## config.mk

```make
export PLATFORM = sky130hd
export DESIGN_NAME = rs232_image_sender
export DESIGN_NICKNAME = d
export VERILOG_FILES = /design/src/rtl/rs232_pkg.sv /design/src/rtl/rs232_image_sender.sv
export SDC_FILE = /design/constraint.sdc
export NUM_CORES = 1
export LEC_CHECK = 0
export BUFFER_PORTS_ARGS = -buffer_cell sky130_fd_sc_hd__buf_2
export CAP_MARGIN = 10
export CELL_PAD_IN_SITES_DETAIL_PLACEMENT = 1
export CELL_PAD_IN_SITES_GLOBAL_PLACEMENT = 1
export CORE_MARGIN = 1
export CORE_UTILIZATION = 40
export CTS_CLUSTER_SIZE = 25
export DETAILED_ROUTE_END_ITERATION = 10
export GPL_ROUTABILITY_DRIVEN = 0
export PLACE_DENSITY_LB_ADDON = 0.05
export SETUP_SLACK_MARGIN = 0.4
export SYNTH_ARGS = -nofsm -noshare
export SYNTH_HDL_FRONTEND = slang
export SYNTH_SLANG_ARGS = --single-unit
```

## constraint.sdc

```tcl
create_clock -name avm_clk -period 5.5 [get_ports avm_clk]
set_input_delay 1.1 -clock avm_clk [delete_from_list [all_inputs] [get_ports avm_clk]]
set_output_delay 1.1 -clock avm_clk [all_outputs]
set_load 0.1 [all_outputs]
```

## src/rtl/rs232_pkg.sv

```systemverilog
// Shared RS232 link definitions: UART register map, status bits, default image size
// and the transmit-side state encoding. Also used by the receive path.
package rs232_pkg;

  localparam logic [4:0] RX_BASE     = 5'd0;
  localparam logic [4:0] TX_BASE     = 5'd4;
  localparam logic [4:0] STATUS_BASE = 5'd8;

  localparam int TX_OK_BIT = 6;
  localparam int RX_OK_BIT = 7;

  localparam int IMAGE_SIZE_DEFAULT = 307200;

  typedef enum logic [2:0] {
    S_IDLE,
    S_FETCH,
    S_POLL,
    S_SEND,
    S_DONE
  } tx_state_t;

endpackage

```

## src/rtl/rs232_image_sender.sv

```systemverilog
// Streams IMAGE_SIZE pixels from SRAM to the host through the Avalon-MM RS232 UART.
// Optional feature: define RS232_CHECKSUM_EN to append an 8-bit modular sum byte.
module rs232_image_sender
  import rs232_pkg::*;
#(
  parameter int IMAGE_SIZE = IMAGE_SIZE_DEFAULT,
  parameter int ADDR_W     = 20
) (
  input  logic              avm_clk,
  input  logic              avm_rst,
  output logic [4:0]        avm_address,
  output logic              avm_read,
  output logic              avm_write,
  output logic [31:0]       avm_writedata,
  input  logic [31:0]       avm_readdata,
  input  logic              avm_waitrequest,
  input  logic              start,
  output logic              sram_req,
  output logic [ADDR_W-1:0] sram_addr,
  input  logic [7:0]        sram_rdata,
  input  logic              sram_rvalid,
  output logic              busy,
  output logic              send_finish
);

  localparam logic [ADDR_W-1:0] LAST_PIX = ADDR_W'(IMAGE_SIZE - 1);

  tx_state_t         state, state_next;
  logic [4:0]        avm_address_next;
  logic              avm_read_next, avm_write_next;
  logic [31:0]       avm_writedata_next;
  logic              sram_req_next;
  logic [ADDR_W-1:0] sram_addr_next;
  logic              busy_next, send_finish_next;
  logic [ADDR_W-1:0] pix_cnt, pix_cnt_next;
  logic [7:0]        tx_byte, tx_byte_next;
  logic              last_pixel, tx_ok, launch;

`ifdef RS232_CHECKSUM_EN
  logic [7:0] checksum, checksum_next;
  logic       sending_sum, sending_sum_next;
`endif

  // Only the TX_OK flag of the status word matters on this side of the link.
  logic unused_readdata;
  assign unused_readdata = ^{avm_readdata[31:TX_OK_BIT+1], avm_readdata[TX_OK_BIT-1:0]};

  assign tx_ok      = avm_readdata[TX_OK_BIT];
  assign last_pixel = (pix_cnt == LAST_PIX);
  assign launch     = start && (state == S_IDLE || state == S_DONE);

  always_ff @(posedge avm_clk) begin
    if (avm_rst) begin
      state         <= S_IDLE;
      avm_address   <= STATUS_BASE;
      avm_read      <= 1'b0;
      avm_write     <= 1'b0;
      avm_writedata <= '0;
      sram_req      <= 1'b0;
      sram_addr     <= '0;
      busy          <= 1'b0;
      send_finish   <= 1'b0;
      pix_cnt       <= '0;
      tx_byte       <= '0;
`ifdef RS232_CHECKSUM_EN
      checksum      <= '0;
      sending_sum   <= 1'b0;
`endif
    end else begin
      state         <= state_next;
      avm_address   <= avm_address_next;
      avm_read      <= avm_read_next;
      avm_write     <= avm_write_next;
      avm_writedata <= avm_writedata_next;
      sram_req      <= sram_req_next;
      sram_addr     <= sram_addr_next;
      busy          <= busy_next;
      send_finish   <= send_finish_next;
      pix_cnt       <= pix_cnt_next;
      tx_byte       <= tx_byte_next;
`ifdef RS232_CHECKSUM_EN
      checksum      <= checksum_next;
      sending_sum   <= sending_sum_next;
`endif
    end
  end

  always_comb begin
    state_next = state;
    unique case (state)
      S_IDLE, S_DONE: if (launch) state_next = S_FETCH;
      S_FETCH:        if (sram_rvalid) state_next = S_POLL;
      S_POLL:         if (!avm_waitrequest && tx_ok) state_next = S_SEND;
      S_SEND: begin
        if (!avm_waitrequest) begin
`ifdef RS232_CHECKSUM_EN
          if (sending_sum)     state_next = S_DONE;
          else if (last_pixel) state_next = S_POLL;
          else                 state_next = S_FETCH;
`else
          state_next = last_pixel ? S_DONE : S_FETCH;
`endif
        end
      end
      default: state_next = S_IDLE;
    endcase
  end

  // Registered-output values; anything not touched below holds its current value.
  always_comb begin
    avm_address_next   = avm_address;
    avm_read_next      = avm_read;
    avm_write_next     = avm_write;
    avm_writedata_next = avm_writedata;
    sram_req_next      = 1'b0;
    sram_addr_next     = sram_addr;
    busy_next          = busy;
    send_finish_next   = send_finish;
    pix_cnt_next       = pix_cnt;
    tx_byte_next       = tx_byte;
`ifdef RS232_CHECKSUM_EN
    checksum_next      = checksum;
    sending_sum_next   = sending_sum;
`endif
    unique case (state)
      S_IDLE, S_DONE: begin
        if (launch) begin
          sram_addr_next   = '0;
          sram_req_next    = 1'b1;
          busy_next        = 1'b1;
          send_finish_next = 1'b0;
          pix_cnt_next     = '0;
`ifdef RS232_CHECKSUM_EN
          checksum_next    = '0;
          sending_sum_next = 1'b0;
`endif
        end
      end
      S_FETCH: begin
        if (sram_rvalid) begin
          tx_byte_next     = sram_rdata;
          avm_read_next    = 1'b1;
          avm_address_next = STATUS_BASE;
`ifdef RS232_CHECKSUM_EN
          checksum_next    = checksum + sram_rdata;
`endif
        end
      end
      S_POLL: begin
        if (!avm_waitrequest && tx_ok) begin
          avm_read_next      = 1'b0;
          avm_write_next     = 1'b1;
          avm_address_next   = TX_BASE;
          avm_writedata_next = {24'b0, tx_byte};
        end
      end
      S_SEND: begin
        if (!avm_waitrequest) begin
          avm_write_next = 1'b0;
`ifdef RS232_CHECKSUM_EN
          if (sending_sum) begin
            busy_next        = 1'b0;
            send_finish_next = 1'b1;
          end else begin
            pix_cnt_next = pix_cnt + ADDR_W'(1);
            if (last_pixel) begin
              // The sum byte reuses the status-poll/send path without an SRAM fetch.
              tx_byte_next     = checksum;
              avm_read_next    = 1'b1;
              avm_address_next = STATUS_BASE;
              sending_sum_next = 1'b1;
            end else begin
              sram_addr_next = sram_addr + ADDR_W'(1);
              sram_req_next  = 1'b1;
            end
          end
`else
          pix_cnt_next = pix_cnt + ADDR_W'(1);
          if (last_pixel) begin
            busy_next        = 1'b0;
            send_finish_next = 1'b1;
          end else begin
            sram_addr_next = sram_addr + ADDR_W'(1);
            sram_req_next  = 1'b1;
          end
`endif
        end
      end
      default: ;
    endcase
  end

endmodule

```

==> impl_metrics.csv <==
group,metric,value,unit
clock_network,ctsLongestPathBuffers,2,
worst_setup_path,critical_path_class,"primary input to flop",
status,outcome,"finished, final reports clean",
sta,finClkSkew,0.0127,ns
worst_hold_path,worst_min_delay_path_startpoint,"tx_byte[6]$_SDFFE_PP0P_",
yosys,post-synth-top-count-cell,"dfxtp_1",
die,die_h,92.4,µm
global_routing,groute.usage.overall,18.9,%
global_routing,antenna_found_initial,0,
detailed_routing,wl_per_cell,14.5,µm
sta,timing.final.max_slew_violations,0,
worst_setup_path,cp.buffers_inverters,1,
flow_run,timing.max_cap.violations,0,
yosys,postSynthRegisterBits,66,
clock_network,quantity_of_gates_resized_following_cts,0,
yosys,synth-edff-count,0,
clock_network,cts_inserted_buffers,9,
worst_hold_path,holdCritPathClass,"flop to flop",
layout,num-nets-final,470,
yosys,syn_area_per_cell,8.55,µm²
die,boundaryPins,107,
power_and_ir_drop,powerDensity,286,nW/µm²
detailed_routing,detailedRoute.firstPassIterationCount,4,
clock_network,cts-htree-levels,3,
die,die_area,8530,µm²
clock_network,clock_sink_count,66,
die,fp.dieW,92.4,µm
layout,area_added_between_synthesis_and_finish,11.5,%
sta,setup_slack,2.76,ns
yosys,synthesis.yosys.warnings,0,
sta,timing.slew.headroom,35.4,%
worst_setup_path,cp-start-kind,"primary input",
die,placementRows,32,
global_routing,vias_in_the_first_global_route,2665,
yosys,proportion_of_register_bits_with_asynchronous_set_or_reset_after_synthesis,0,%
die,floorplan.initialDensity,41.8,%
layout,antennaDiodeCount,0,
place,place_hpwl,5.38,mm
detailed_routing,totalWireLength,7.69,mm
global_routing,overflow,0,
yosys,yosys-top-cells-area,"dfxtp_1 40%, buf_4 6.4%, nor2_1 4.9%",
yosys,synth-seq-area-share,40.5,%
clock_network,cts_hold_buf,0,
yosys,netlist_instances,382,
clock_network,cts_setup_buffers,0,
sta,final_report_setup_violation_count,0,
detailed_routing,avgViaCountPerCell,5.20,
power_and_ir_drop,leakagePower,1.34,nW
worst_setup_path,timing.critical_path.required,5.72,ns
layout,fillCellCount,971,
place,dpl_worst_slack,2.47,ns
detailed_routing,dr_total_vias,2750,
yosys,synth_top_cell_area_share,40.5,%
die,core,7810,µm²
sta,max_freq,366,MHz
yosys,synth_area_leader_cell,"dfxtp_1",
sta,timing.final.crit_share,49.7,%
worst_setup_path,worst_setup_path_startpoint,"start",
yosys,synth_common_cells,"66 x dfxtp_1, 43 x nor2_1, 39 x nand2_1",
detailed_routing,ant_nets,0,
sta,layout_min_cycle_time,2.74,ns
yosys,netlist_area_pre_place,3270,µm²
worst_setup_path,critical_path.cell_chain,"buf_2 > nor3b_2 > o2111ai_1 > nor4_1 > xnor2_1 > nor2_1",
worst_setup_path,critical_path.slowest_cell,"nor3b_2",
worst_setup_path,reg2reg_from,"pix_cnt[0]$_SDFFE_PP0P_",
worst_setup_path,critPathArrivalTime,2.96,ns
sta,rsz0062_at_grt,"false",
sta,worst-slew-pin-transition,0.966,ns
global_routing,maximum_number_of_pins_on_one_net_before_global_route_repair,38,
place,io_buffer_count,48,
clock_network,tritoncts,"done",
clock_network,clkLatencyLatePin,0.34,ns
detailed_routing,initialDrtViolationCount,80,
detailed_routing,drt_drc_violations_left,0,
power_and_ir_drop,total_power,1.04,mW
yosys,synth_ff_type,"dfxtp_1",
clock_network,root_buffer,"clkbuf_8",
worst_setup_path,end_kind,"flop",
sta,post_route_setup_tns,0,ns
worst_setup_path,worst_path_maximum_fanout,12,
clock_network,clkTransAtPathRegs,0.07,ns
layout,drive_above_1_share,18.3,%
worst_setup_path,cpLargestDelayFamily,"simple AND/OR/NAND/NOR gates",
sta,finalHoldViolations,0,
global_routing,grt_pass1_wl,12.8,mm
yosys,synthDistinctLibCells,55,
worst_setup_path,cp_slowest_stage_delay,0.74,ns
power_and_ir_drop,vdd_drop_max,0.150,mV
-- power breakdown --
part | switching [mW] | leakage (nW) | total [mW] | internal [mW]
Combinational | 0.137 | 0.720 | 0.158 | 0.0213
Sequential | 0.00871 | 0.533 | 0.493 | 0.485
Clock | 0.185 | 0.0921 | 0.391 | 0.206
-- final cells by class --
class	count	area [µm²]	share of cell area, %
clock buffers	10	128	3.51
repair buffers	50	255	7.01
flip-flops and latches	66	1320	36.3
inverters	6	22.5	0.619
clock inverters	5	56.3	1.55
well taps	102	128	3.51
multi-input cells	290	1730	47.5
-- worst reg2reg max path, cell delays in order, from the launching register on --
cell	delay (ns)
dfxtp_1	0.38
ha_1	0.22
and2_1	0.27
nand4_1	0.25
nor2_1	0.81
nor4_1	0.18
mux2_2	0.31
-- flip-flops by register name (all words and copies together) (netlist names) --
name	flops
avm_address	2
avm_read	1
avm_write	1
avm_writedata	8
busy	1
pix_cnt	20
send_finish	1
sram_addr	20
sram_req	1
state	3
tx_byte	8
-- stage by stage --
| step | utilization, % | cell area [µm²] | cells | hold slack (ns) |
|---|---|---|---|---|
| global route | 46.6 | 3640 | 529 | 0.476 |
| finish | 46.6 | 3640 | 529 | 0.459 |
| CTS | 46.6 | 3640 | 529 | 0.458 |
| detailed placement | 44.3 | 3460 | 514 | 0.449 |
| floorplan | - | 3360 | 408 | 0.436 |
| global placement | 44.3 | 3460 | 514 | 0.443 |
-- kinds of logic (layout without fill, tap and decap cells) --
| kind of cell | Yosys count | count (layout) | share of synthesized area, % |
|---|---|---|---|
| fa+ha+maj | 2 | 2 | 0.766 |
| mux | 15 | 15 | 4.64 |
| xor+xnor | 14 | 14 | 3.75 |
| simple gates | 169 | 169 | 29.0 |
| compound gates | 63 | 63 | 11.7 |
| buf+inv | 52 | 71 | 9.54 |
| other cells | 1 | 27 | 0.115 |
| flops | 66 | 66 | 40.5 |
-- routing by layer --
layer	global-route usage [%]	wire (µm)	vias to the layer above
met1	23.1	3570	1317
met2	32.6	3770	52
met4	4.82	94	0
met3	5.42	260	11
li1	-	-	1370
met5	0	0	-
-- placed cells by master (no fill, tap or decap), types with 3 or more instances in the layout --
cell	count
dfxtp_1	66
buf_2	48
nor2_1	43
nand2_1	39
a21oi_1	30
conb_1	27
or3_1	18
o21ai_0	16
mux2i_1	14
nand3_1	14
nor3_1	9
clkbuf_8	9
xor2_1	8
nor4_1	7
nand4_1	6
inv_1	6
xnor2_1	6
and3_1	4
nand2b_1	3
o31ai_1	3
or4_1	3
-- worst paths after layout --
check | to | slack [ns] | cells past startpoint
setup reg to reg | sram_addr[10]$_SDFFE_PP0P_ | 2.97 | 6
hold / removal | tx_byte[6]$_SDFFE_PP0P_ | 0.46 | 2
setup / recovery | pix_cnt[17]$_SDFFE_PP0P_ | 2.76 | 6
hold reg to reg | tx_byte[6]$_SDFFE_PP0P_ | 0.46 | 2
Power figures use the tool's default switching activity.
